--- config.mk ---
export PLATFORM = sky130hd
export DESIGN_NAME = alu_result_bcd
export DESIGN_NICKNAME = d
export VERILOG_FILES = /design/src/rtl/calc_pkg.sv /design/src/rtl/bcd_add3.sv /design/src/rtl/alu_result_bcd.sv
export SDC_FILE = /design/constraint.sdc
export NUM_CORES = 1
export LEC_CHECK = 0
export ABC_AREA = 1
export CAP_MARGIN = 5
export CORE_MARGIN = 2
export CORE_UTILIZATION = 35
export CTS_CLUSTER_DIAMETER = 60
export DETAILED_ROUTE_END_ITERATION = 8
export SYNTH_ARGS = -nofsm -noshare
export SYNTH_HDL_FRONTEND = slang
export SYNTH_SLANG_ARGS = --single-unit
--- constraint.sdc ---
create_clock -name clk -period 1.9 [get_ports clk]
set_clock_uncertainty 0.2 [all_clocks]
set_input_delay 0.38 -clock clk [delete_from_list [all_inputs] [get_ports clk]]
set_output_delay 0.38 -clock clk [all_outputs]
set_load 0.02 [all_outputs]
--- src/rtl/calc_pkg.sv ---
// Shared calculator definitions: ALU opcode constants and the BCD converter state encoding.
package calc_pkg;

    localparam logic [10:0] OP_ADD = 11'h001;
    localparam logic [10:0] OP_SUB = 11'h002;
    localparam logic [10:0] OP_MUL = 11'h004;
    localparam logic [10:0] OP_DIV = 11'h008;

    localparam int unsigned RESULT_W = 8;

    typedef enum logic [1:0] {
        IDLE  = 2'd0,
        SHIFT = 2'd1,
        DONE  = 2'd2
    } conv_state_e;

endpackage

--- src/rtl/bcd_add3.sv ---
// Double-dabble correction cell: a BCD nibble of 5 or more gets 3 added before the shift.
module bcd_add3 (
    input  logic [3:0] nib_i,
    output logic [3:0] nib_o
);

    assign nib_o = (nib_i >= 4'd5) ? nib_i + 4'd3 : nib_i;

endmodule

--- src/rtl/alu_result_bcd.sv ---
// Sequential double-dabble converter turning the 8-bit ALU result into three BCD digits,
// with remainder display and leading-zero blanking for the divide operation.
module alu_result_bcd
    import calc_pkg::*;
(
    input  logic        clk,
    input  logic        rst_n,
    input  logic        start,
    input  logic [7:0]  result,
    input  logic [2:0]  rem,
    input  logic [10:0] op_code,
    output logic        busy,
    output logic        done,
    output logic [3:0]  hund,
    output logic [3:0]  tens,
    output logic [3:0]  ones,
    output logic [3:0]  rem_digit,
    output logic        show_rem,
    output logic [1:0]  blank
);

    conv_state_e state_q, state_d;
    logic [11:0] bcd_q, bcd_d;
    logic [11:0] bcd_adj;
    logic [7:0]  opnd_q, opnd_d;
    logic [2:0]  cnt_q, cnt_d;
    logic [2:0]  rem_q, rem_d;
    logic [10:0] op_q, op_d;
    logic [3:0]  hund_q, hund_d, tens_q, tens_d, ones_q, ones_d;
    logic [3:0]  remd_q, remd_d;
    logic        show_q, show_d;
    logic [1:0]  blank_q, blank_d;
    logic        done_q, done_d;

    for (genvar g = 0; g < 3; g++) begin : g_add3
        bcd_add3 u_add3 (
            .nib_i (bcd_q[4*g +: 4]),
            .nib_o (bcd_adj[4*g +: 4])
        );
    end

    always_ff @(posedge clk or negedge rst_n) begin
        if (!rst_n) begin
            state_q <= IDLE;
            bcd_q   <= '0;
            opnd_q  <= '0;
            cnt_q   <= '0;
            rem_q   <= '0;
            op_q    <= '0;
            hund_q  <= '0;
            tens_q  <= '0;
            ones_q  <= '0;
            remd_q  <= '0;
            show_q  <= 1'b0;
            blank_q <= 2'b11;
            done_q  <= 1'b0;
        end else begin
            state_q <= state_d;
            bcd_q   <= bcd_d;
            opnd_q  <= opnd_d;
            cnt_q   <= cnt_d;
            rem_q   <= rem_d;
            op_q    <= op_d;
            hund_q  <= hund_d;
            tens_q  <= tens_d;
            ones_q  <= ones_d;
            remd_q  <= remd_d;
            show_q  <= show_d;
            blank_q <= blank_d;
            done_q  <= done_d;
        end
    end

    always_comb begin
        state_d = state_q;
        bcd_d   = bcd_q;
        opnd_d  = opnd_q;
        cnt_d   = cnt_q;
        rem_d   = rem_q;
        op_d    = op_q;
        hund_d  = hund_q;
        tens_d  = tens_q;
        ones_d  = ones_q;
        remd_d  = remd_q;
        show_d  = show_q;
        blank_d = blank_q;
        done_d  = 1'b0;

        unique case (state_q)
            IDLE: begin
                if (start) begin
                    opnd_d  = result;
                    rem_d   = rem;
                    op_d    = op_code;
                    bcd_d   = '0;
                    cnt_d   = '0;
                    state_d = SHIFT;
                end
            end
            SHIFT: begin
                // The 3-bit count wraps to zero on the 8th shift, so 7 marks the last one.
                {bcd_d, opnd_d} = {bcd_adj, opnd_q} << 1;
                cnt_d = cnt_q + 3'd1;
                if (cnt_q == 3'd7) begin
                    state_d = DONE;
                end
            end
            DONE: begin
                hund_d  = bcd_q[11:8];
                tens_d  = bcd_q[7:4];
                ones_d  = bcd_q[3:0];
                show_d  = (op_q == OP_DIV) && (rem_q != 3'd0);
                remd_d  = show_d ? {1'b0, rem_q} : 4'd0;
                blank_d = {bcd_q[11:8] == 4'd0, bcd_q[11:4] == 8'd0};
                done_d  = 1'b1;
                state_d = IDLE;
            end
            default: begin
                state_d = IDLE;
            end
        endcase
    end

    assign busy      = (state_q != IDLE);
    assign done      = done_q;
    assign hund      = hund_q;
    assign tens      = tens_q;
    assign ones      = ones_q;
    assign rem_digit = remd_q;
    assign show_rem  = show_q;
    assign blank     = blank_q;

endmodule

Word-level counts from Yosys, hierarchy flattened
Index checks and enable logic that the tools add are counted.

Order comparisons: 3. Muxes and demuxes: 14. Reductions and logical operators: 10. Equal/unequal tests: 6. $add $sub $neg: 4.

Operator list (count): $pmux W12 S2 (1); $pmux W8 S2 (1); $ge A4 B3 Y1 const B (3); $mux W12 (1); $eq A11 B4 Y1 const B (1); $mux W3 (3); $add A4 B2 Y4 const B (2); $logic_not A8 Y1 (1); $mux W4 (2); $mux W8 (1); $pmux W3 S2 (1); $reduce_and A2 Y1 (3); $logic_not A4 Y1 (1); $mux W2 (2); $ne A2 B2 Y1 const B (2); $pmux W2 S2 (1); $reduce_bool A2 Y1 (2); $add A3 B1 Y3 const B (1); $add A3 B2 Y3 const B (1); $eq A3 B3 Y1 const B (1); $reduce_bool A3 Y1 (1); $eq A2 B1 Y1 const B (1); $eq A2 B2 Y1 const B (1); $logic_not A2 Y1 (1); other kinds (2) (2).

Bits of input ports: 25. Flip-flop bits (word level): 59. Output and inout port bits: 21. Word-level logic and storage cells: 50.

Longest topological paths before layout
Gate-level depths: netlist of run 1.

Word-level depth: 3. Mapped depth: 8. Mapped depth without buffers: 8.

Hierarchy
A second synthesis of run 1 with hierarchy kept.

Cells, all modules: 321. Area total of the unflattened synthesis: 2762.6 µm².

By module, submodules not included: alu_result_bcd (area an instance 2357.3 µm², cells each 252, times used 1, sequential area each 1453.9 µm²); bcd_add3 (area an instance 135.1 µm², cells each 23, times used 3, sequential area each 0.0 µm²).

Worst setup path after synthesis of run 1
Ideal clock, no wire load.

Kind: register to register. Start point: register bcd_q[4]. End point: register bcd_q[8]. Required time: 1.582 ns. Cell stages (with the launch flop): 8. Clock period less this slack: 1.476 ns. Setup slack: 0.424 ns. Setup time: 0.118 ns. Arrival time: 1.158 ns. Buffers on the path: 0. Cell sequence: dfrtp_1 -> inv_1 -> ha_1 -> inv_1 -> o21ai_0 -> nand2_1 -> nand4_1 -> nand2_1.

Word-level cells in the longest chain between the ends: 3. Elaborated cells on any way between the ends: 4. Those cells by class: add/sub: 1; order compare: 1; mux: 2.

Ends and longest elaborated chain: start, declared (line alu_result_bcd.sv:23) `logic [11:0] bcd_q, bcd_d;`; start signal, assigned (line alu_result_bcd.sv:45) `bcd_q <= '0;`; start signal, assigned (line alu_result_bcd.sv:59) `bcd_q <= bcd_d;`; $add A4 B2 Y4 / $ge A4 B3 Y1 (equally long branches) (line bcd_add3.sv:7) `assign nib_o = (nib_i >= 4'd5) ? nib_i + 4'd3 : nib_i;`; $mux W4 (*) (line bcd_add3.sv:7); $pmux W12 S2 (*) (line alu_result_bcd.sv:89) `unique case (state_q)`.

Every way passes the cells marked *; elsewhere a longest branch is shown, timed or not. A chain may end at the register's enable or synchronous reset.

Worst setup path after layout of run 1
Start point: register state_q[1]. End point: output port busy.

Word-level cells in the longest chain between the ends: 1.

Ends and longest elaborated chain: start, declared (line alu_result_bcd.sv:22) `conv_state_e state_q, state_d;`; start signal, assigned (line alu_result_bcd.sv:58) `state_q <= state_d;`; $reduce_bool A2 Y1 (line alu_result_bcd.sv:124) `assign busy = (state_q != IDLE);`; end, declared (line alu_result_bcd.sv:12) `output logic busy,`.

Every way passes these cells.

==> metrics.md, run 1 <==
| Metric | Value |
|---|---|
| Layout cell share with drive strength beyond 1 | `13.30%` |
| Worst r2r path cells | `8` |
| Final ANT Viol Nets | `0` |
| Yosys cell types | `27` |
| Most common cell after layout, fill and taps aside | `nand2_1` |
| Worst path bufs/invs | `2` |
| Root buf cell | `clkbuf_8` |
| Sequential cell area | `1454 um2` |
| Max-slew violations | `0` |
| LEAKAGE | `1.961 nW` |
| CTS Buf Count | `9` |
| CTS sink count | `58` |
| Worst-skew pair later-pin latency | `0.33 ns` |
| TNS Setup | `0 ns` |
| Commonest non-fill, non-tap cells in the layout | `111 x nand2_1, 56 x dfrtp_1, 27 x o21ai_0` |
| DRC | `0` |
| Final Wtd Congestion | `a little under 0.8` |
| Die span in y | `between 90 and 100 um` |
| Pre-CTS WS | `0.1074 ns` |
| R2r endpoint | `bcd_q[1]` |
| Drt total wl | `5096 um` |
| Hold path startpoint | `op_q[4]` |
| Placed cell area | `3243 um2` |
| H-tree levels | `3` |
| Critical path class | `reg -> out` |
| Flop2flop setup slack | `0.25 ns` |
| Tmin final | `1.828 ns` |
| Final hold vios | `0` |
| Worst Path Max Fanout | `3` |
| Synthesis-to-finish area growth | `31.24%` |
| First-pass GRT wire length | `9101 um` |
| Initial antenna violation count | `0` |
| Post-route cell area | `between 3000 and 4000 um2` |
| Peak VDD IR | `between 0.0005 and 0.0006 V` |
| GRT Total Usage | `13.56%` |
| Post-synthesis register bit count | `58` |
| Crit. End Element | `output pin` |
| Min-Delay Path Class | `reg -> reg` |
| Period utilization | `between 90% and 100%` |
| Syn nets | `337` |
| Worst setup margin | `0.07233 ns` |
| FP Rows | `31` |
| Layout fillers | `714` |
| Critical path's slowest cell | `dfrtp_1` |
| N_diodes | `0` |
| Crit path DAT | `1.25 ns` |
| Die Wd | `91.75 um` |
| Largest net degree at the start of global routing | `59` |
| Warnings, synthesis | `0` |
| Routed vias | `slightly above 2,000` |
| Core area | `7370 um2` |
| CTS clock-pin slew for the worst setup and hold paths | `0.07 ns` |
| Finish-stage setup viols | `0` |
| Hold path cells | `2` |
| Hold path endpoint | `op_q[4]` |
| Worst stage delay on the critical path | `about 0.42 ns` |
| CP delay by family, top | `flip-flops` |
| PortBufs | `44` |
| WL per Instance | `11.08 um` |
| Worst setup startpoint | `state_q[1]` |
| Worst r2r src | `bcd_q[0]` |
| Pwr per Cell Area | `1610 nW/um2` |
| Fmax | `0.5471 GHz` |
| Startpoint types | `register` |
| CTS tree | `yes` |
| Max-cap violations | `0` |
| Synthesized area | `2695 um2` |
| Register area share after synthesis | `about 54%` |
| First-pass DRT Iterations | `4` |
| CP Cell Sequence | `inv_2, nand2_4, dlygate4sd2_1` |
| Status | `finished clean` |
| Maximum clock insertion buffer count | `2` |
| RSZ-0062 raised after global routing | `false` |
| DR vias/cell | `about 4.5` |
| Die Footprint | `8418 um2` |
| DRT iter0 DRCs | `102` |
| Number of setup buffers added after CTS | `0` |
| I/O Pins | `46` |
| WP data required | `1.32 ns` |
| Gate Count Post-Synth | `304` |
| Number of global-route vias before repair | `slightly above 2,000` |
| Net count, final | `389` |
| Footprint of the multi-input gates | `1047 um2` |
| Synth Area per Inst | `between 8 and 9 um2` |
| Detail Placement HPWL | `roughly 3500 um` |
| Initial Util | `36.57%` |
| Remaining global-route overflow | `0` |
[synth_stat cells]
cell        n  area, um2
buf_8       1      15.01
o211ai_1    2      15.01
buf_6       1      11.26
buf_12      1      20.02
nand3_2     5      50.05
nand2_2     5      31.28
dfrtp_1    56       1401
o21ai_0    28      140.1
nor2_8      2      40.04
o21ai_2     5      43.79
a22oi_1     1      7.510
nand2_1   111      416.7
inv_1      26      97.59
nand3_1    16      80.08
buf_2       4      20.02
buf_4       1      7.510
clkbuf_1    2      7.510
ha_1        8      100.1
nand4_1     7      43.79
inv_2       4      15.01
conb_1      1      3.750
a21oi_1     2      10.01
nor2_4      1      11.26
nor2_1     10      37.54
nand2_4     1      11.26
nor3_1      1      5.000
dfstp_2     2      52.55
[sequential cells by signal, indices dropped and copies added, names as in the netlist, 4 cells and up]
| name | cells |
|---|---|
| bcd_q | 12 |
| hund | 4 |
| ones | 4 |
| op_q | 11 |
| opnd_q | 8 |
| tens | 4 |
[worst max-delay path by stage]
stage | endpoint | slack (ns) | cells past startpoint
after floorplan | bcd_q[8] | 0.42 | 7
after global placement | bcd_q[11] | 0.14 | 6
after detailed placement | bcd_q[11] | 0.11 | 6
after CTS | rem_digit[0] | 0.001 | 1
after global routing | busy | 0.001 | 3
final | busy | 0.07 | 3
[cell families (layout without fill, tap and decap cells)]
family	Yosys count	after routing	share of synthesized area (%)
and+or+nand+nor	159	159	26.97
adders and majority gates	8	8	3.714
other	1	1	0.1391
buffers and inverters	40	97	7.196
AOI/OAI and AO/OA	38	38	8.031
DFF	58	58	53.95
[where the power goes]
| group | switching, mW | internal (mW) |
|---|---|---|
| sequential | 0.271 | 1.76 |
| clock | 0.478 | 0.938 |
| combinational | 1.37 | 0.879 |
[per-layer routing]
metal,part of all wire [%],up-vias,track usage [%]
li1,-,1069,-
met1,46,941,16.75
met2,47,53,22.00
met3,5.7,6,5.012
met4,1.2,0,4.478
met5,0,-,0
[tightest hold or removal path, delay by kind of cell (launching register included)]
| kind | cells | cell delay (ns) |
|---|---|---|
| flip-flops | 1 | 0.34 |
| AND/OR/NAND/NOR | 2 | 0.09 |
[through the flow]
stage | hold slack, ns | power [mW] | util [%] | std cells
final | 0.2698 | 5.696 | 48.00 | 460
after floorplan | -0.1156 | 3.689 | - | 304
after detailed placement | 0.2093 | 4.358 | 44.01 | 443
after global placement | 0.2027 | 4.293 | 44.01 | 443
after CTS | 0.2768 | 5.792 | 47.49 | 460
after global routing | 0.2950 | 6.238 | 48.00 | 460
[cell type report]
cell class	count	share of cell area, %
flip-flops and latches	58	41.10
multi-input cells	206	29.61
repair buffers	51	15.49
clock buffers	11	4.280
well taps	99	3.502
inverters	30	3.184
clock inverters	5	2.830
[what timing repair did]
item / in CTS / in global routing
hold buffers: 1 / 0
hold endpoints to repair: 56 / 0
endpoints found under the setup margin: 4 / 18
gates resized for setup: 4 / 16
Note: power is estimated with default switching activity, not from simulation.
==> run 2: changes to the inputs <==
TNS_END_PERCENT = 100   (was unset)
==> results of run 2 <==
Same layout as run 1: the final DEF is identical, and so are final timing and power.
